## config.mk

```make
export PLATFORM = sky130hd
export DESIGN_NAME = sram8_bridge
export DESIGN_NICKNAME = d
export VERILOG_FILES = /design/src/rtl/sram8_pkg.sv /design/src/rtl/sram8_bridge_beat_timer.sv /design/src/rtl/sram8_bridge.sv
export SDC_FILE = /design/constraint.sdc
export NUM_CORES = 1
export LEC_CHECK = 0
export CORE_MARGIN = 2
export CORE_UTILIZATION = 39
export CTS_CLUSTER_DIAMETER = 200
export CTS_CLUSTER_SIZE = 14
export DETAILED_ROUTE_END_ITERATION = 8
export GPL_ROUTABILITY_DRIVEN = 0
export HOLD_SLACK_MARGIN = 0.03
export PLACE_DENSITY = 0.76
export SLEW_MARGIN = 10
export SYNTH_ARGS = -nofsm -noshare
export SYNTH_HDL_FRONTEND = slang
export SYNTH_HIERARCHICAL = 1
export SYNTH_SLANG_ARGS = --single-unit
```

## constraint.sdc

```tcl
create_clock -name clk -period 2.3 [get_ports clk]
set_input_delay 0.23 -clock clk [delete_from_list [all_inputs] [get_ports clk]]
set_output_delay 0.23 -clock clk [all_outputs]
set_load 0.05 [all_outputs]
```

## src/rtl/sram8_pkg.sv

```systemverilog
// Shared types and helpers for the byte-wide SRAM bridge.
package sram8_pkg;

  typedef enum logic [1:0] {
    ST_IDLE   = 2'd0,
    ST_RD_REQ = 2'd1,
    ST_RD_CAP = 2'd2,
    ST_WR     = 2'd3
  } state_e;

  localparam int LANES     = 4;
  localparam int LANE_BITS = 2;

  // Lowest set lane at or above 'from'; MSB of the result flags that one exists.
  function automatic logic [LANE_BITS:0] next_set_lane(input logic [LANES-1:0] mask,
                                                       input logic [LANE_BITS:0] from);
    logic [LANE_BITS:0] res;
    res = '0;
    for (int i = LANES - 1; i >= 0; i--) begin
      if (mask[i] && (i >= int'(from))) begin
        res = {1'b1, LANE_BITS'(i)};
      end
    end
    return res;
  endfunction

endpackage

```

## src/rtl/sram8_bridge_beat_timer.sv

```systemverilog
// Wait-state down-counter shared by read and write beats.
module beat_timer #(
  parameter int WAIT_STATES = 0
) (
  input  logic clk,
  input  logic reset,
  input  logic load_i,
  output logic done_o
);

  localparam int CW = (WAIT_STATES > 0) ? $clog2(WAIT_STATES + 1) : 1;

  logic [CW-1:0] cnt_q, cnt_d;

  always_comb begin
    cnt_d = cnt_q;
    if (load_i) begin
      cnt_d = CW'(WAIT_STATES);
    end else if (cnt_q != '0) begin
      cnt_d = cnt_q - CW'(1);
    end
  end

  always_ff @(posedge clk) begin
    if (reset) begin
      cnt_q <= '0;
    end else begin
      cnt_q <= cnt_d;
    end
  end

  assign done_o = (cnt_q == '0);

endmodule

```

## src/rtl/sram8_bridge.sv

```systemverilog
// 32-bit core port to byte-wide synchronous SRAM, with a one-word tagged read buffer.
module sram8_bridge
  import sram8_pkg::*;
#(
  parameter int ADDR_WIDTH  = 20,
  parameter int WAIT_STATES = 0
) (
  input  logic                  clk,
  input  logic                  reset,
  input  logic [31:0]           cpu_addr,
  input  logic [3:0]            cpu_write_mask,
  input  logic [31:0]           cpu_wdata,
  output logic [31:0]           cpu_rdata,
  output logic                  cpu_hold,
  output logic [ADDR_WIDTH-1:0] sram_addr,
  output logic [7:0]            sram_wdata,
  output logic                  sram_we,
  output logic                  sram_re,
  input  logic [7:0]            sram_rdata
);

  localparam int WW = ADDR_WIDTH - 2;

  state_e               state_q, state_d;
  logic [WW-1:0]        tag_q, tag_d;
  logic                 valid_q, valid_d;
  logic [31:0]          buf_q, buf_d;
  logic                 wr_done_q, wr_done_d;
  logic [LANE_BITS-1:0] lane_q, lane_d;

  logic [WW-1:0]      word;
  logic               hit;
  logic               store_req;
  logic [LANE_BITS:0] first_lane;
  logic [LANE_BITS:0] after_lane;
  logic               timer_load;
  logic               timer_done;
  logic               unused_addr_bits;

  assign word             = cpu_addr[ADDR_WIDTH-1:2];
  assign unused_addr_bits = ^{cpu_addr[31:ADDR_WIDTH], cpu_addr[1:0]};
  assign hit              = valid_q && (tag_q == word);
  assign store_req        = (cpu_write_mask != 4'b0000);
  assign first_lane       = next_set_lane(cpu_write_mask, '0);
  assign after_lane       = next_set_lane(cpu_write_mask, {1'b0, lane_q} + 3'd1);

  beat_timer #(
    .WAIT_STATES(WAIT_STATES)
  ) u_beat_timer (
    .clk    (clk),
    .reset  (reset),
    .load_i (timer_load),
    .done_o (timer_done)
  );

  always_comb begin
    state_d    = state_q;
    tag_d      = tag_q;
    valid_d    = valid_q;
    buf_d      = buf_q;
    wr_done_d  = wr_done_q;
    lane_d     = lane_q;
    timer_load = 1'b0;
    sram_re    = 1'b0;
    sram_we    = 1'b0;
    sram_addr  = '0;
    sram_wdata = 8'h00;

    // A store is only repeated after the mask has dropped to zero.
    if (!store_req) begin
      wr_done_d = 1'b0;
    end

    case (state_q)
      ST_IDLE: begin
        if (store_req && !wr_done_q) begin
          state_d    = ST_WR;
          lane_d     = first_lane[LANE_BITS-1:0];
          timer_load = 1'b1;
        end else if (!store_req && !hit) begin
          state_d    = ST_RD_REQ;
          lane_d     = '0;
          timer_load = 1'b1;
        end
      end

      ST_RD_REQ: begin
        sram_re   = 1'b1;
        sram_addr = {word, lane_q};
        if (timer_done) begin
          state_d = ST_RD_CAP;
        end
      end

      ST_RD_CAP: begin
        buf_d[{lane_q, 3'b000} +: 8] = sram_rdata;
        if (lane_q == 2'd3) begin
          tag_d   = word;
          valid_d = 1'b1;
          lane_d  = '0;
          state_d = ST_IDLE;
        end else begin
          lane_d     = lane_q + 2'd1;
          timer_load = 1'b1;
          state_d    = ST_RD_REQ;
        end
      end

      ST_WR: begin
        sram_we    = 1'b1;
        sram_addr  = {word, lane_q};
        sram_wdata = cpu_wdata[{lane_q, 3'b000} +: 8];
        if (timer_done) begin
          // Keep the read buffer coherent with stores to the buffered word.
          if (hit) begin
            buf_d[{lane_q, 3'b000} +: 8] = cpu_wdata[{lane_q, 3'b000} +: 8];
          end
          if (after_lane[LANE_BITS]) begin
            lane_d     = after_lane[LANE_BITS-1:0];
            timer_load = 1'b1;
          end else begin
            wr_done_d = 1'b1;
            lane_d    = '0;
            state_d   = ST_IDLE;
          end
        end
      end

      default: state_d = ST_IDLE;
    endcase
  end

  always_ff @(posedge clk) begin
    if (reset) begin
      state_q   <= ST_IDLE;
      tag_q     <= '0;
      valid_q   <= 1'b0;
      buf_q     <= '0;
      wr_done_q <= 1'b0;
      lane_q    <= '0;
    end else begin
      state_q   <= state_d;
      tag_q     <= tag_d;
      valid_q   <= valid_d;
      buf_q     <= buf_d;
      wr_done_q <= wr_done_d;
      lane_q    <= lane_d;
    end
  end

  assign cpu_rdata = buf_q;
  assign cpu_hold  = store_req ? !wr_done_q : ((state_q != ST_IDLE) || !hit);

endmodule
```

==> metrics.yaml <==
synthToLayoutAreaGrowth_pct: 59.3
power.leakage_uw: 0.00203
viasPerCell: 5.11
grt_pass1_vias: 3334
hpwlAfterDp_um: 7700
syn_nets: 468
cts.sinks: 57
grt_setup_unrepaired: "yes"
start_util_pct: 39.9
clk_pin_slew_worst_paths_ns: 0.06
finalHoldViolCount: 0
grt_pass1_wl_um: 16000
cts_buffers: 9
maxSlewViolCount: 0
worstPathMaxFanout: 3
startpoint_type: "input pin"
fp.coreArea_sq_mm: 0.00818
dp.cells: 619
drt_iter0_drc: 101
die_x_um: 95.5
fin_crit_ns: 2.25
grt.total_usage_pct: 22.5
drv_cap: 0
ys_warn_count: 6
finClkSkew_ns: 0.0107
die_area_sq_mm: 0.00911
insertion_delay_ns: 0.34
synth_area_sq_mm: 0.00326
max_freq_mhz: 444
h-tree-depth: 3
drive_gt1_share_pct: 16.8
place_area_sq_mm: 0.00490
arrival_ns: 2.02
multi_input_area_sq_mm: 0.00201
die_y_um: 95.5
finalNonFillerCells: 636
drt_first_pass_iters: 4
utilization_pct: 63.6
worstMarginPinSlew_ns: 0.585
cp.required_ns: 2.07
route.antenna.remaining_nets: 0
hold_buffers: 0
fin_area_sq_mm: 0.00520
syn_inst: 383
grt-ovfl-total: 0
grt_max_degree: 38
seqCellArea_sq_mm: 0.00114
status: "completed"
relSlewSlack_pct: 60.9
synth.avg_cell_area_sq_um: 8.52
period_share_pct: 97.9
layout.nets: 611
vias: 3250
final_cell_mix: "106 x clkdlybuf4s50_1, 58 x nand2_1, 55 x dfxtp_1"
final_common_cell: "clkdlybuf4s50_1"
drc: 0
clockBufferDepth: 2
cp-end-kind: "primary output"
wire_per_inst_um: 15.3
routed_wl_um: 9750
crit_type: "in -> out"
setup_viol: 0
power_density_mw_per_mm2: 572
antenna_cells: 0
cts_tree: "done"
irDropWorstVdd_v: 0.000266
ios: 141
rows: 33
antenna_found_initial: 0
fillers: 702
port_buffers: 126
min_path_type: "in -> reg"
clock-root-buffer: "clkbuf_8"
-- final timing paths --
path / start / to / slack [ns] / depth (start not counted)
max reg2reg: tag_q[0] / cpu_rdata[19] / 0.19 / 8
max: cpu_addr[11] / cpu_hold / 0.05 / 7
min reg2reg: tag_q[11] / tag_q[11] / 0.46 / 2
min: cpu_addr[19] / tag_q[17] / 0.21 / 3
-- state kept, by name, indices dropped and copies added (netlist names) --
| name | cells |
|---|---|
| wr_done_q | 1 |
| lane_q | 2 |
| valid_q | 1 |
| state_q | 2 |
| tag_q | 18 |
| cpu_rdata | 32 |
| u_beat_timer/cnt_q | 1 |
-- layout make-up --
type / instances / share of cell area [%]
Sequential cell: 57 / 22.0
Inverter: 15 / 1.08
Tap cell: 105 / 2.53
Timing Repair Buffer: 153 / 30.8
Clock inverter: 7 / 2.41
Clock buffer: 9 / 2.38
Multi-Input combinational cell: 290 / 38.8
-- report_power, final --
part	total [uW]	leakage, uW	switching [uW]	internal (uW)
registers	1030	0.000461	26.5	1010
clock network	1180	0.000124	445	730
logic	766	0.00144	405	361
total	2970	0.00203	877	2100
-- repair_timing --
action                     4_1_cts  5_1_grt
setup buffers                    1        0
setup endpoints to repair       23       13
resized for setup                4        5
pin swaps                        1        3
-- worst max-delay path, stage by stage --
cell and delay, ns:
clkdlybuf4s50_1 0.52, xnor2_1 0.13, o221ai_1 0.12, or4_4 0.53, nor3_2 0.17, a31oi_1 0.12, buf_4 0.21
-- routing by layer --
metal | routed length (um) | up-vias | GRT usage [%] | share of wire [%]
met4 | 119 | 0 | 6.90 | 1.2
met1 | 3980 | 1527 | 25.6 | 41
li1 | - | 1598 | - | -
met2 | 5000 | 113 | 41.1 | 51
met5 | 0 | - | 0 | 0
met3 | 648 | 12 | 5.69 | 6.6
-- through the flow --
step	hold WS, ns	worst slack (ns)	TNS [ns]	total power (uW)
2_1_floorplan	0.366	0.0360	0	1460
3_5_place_dp	0.447	-0.279	-8.01	1820
6_report	0.212	0.0478	0	2970
5_1_grt	0.232	-0.0616	-0.0616	3090
3_3_place_gp	0.444	-0.195	-5.54	1800
4_1_cts	0.457	0.0411	0	2990
Note: power is estimated with default switching activity, not from simulation.
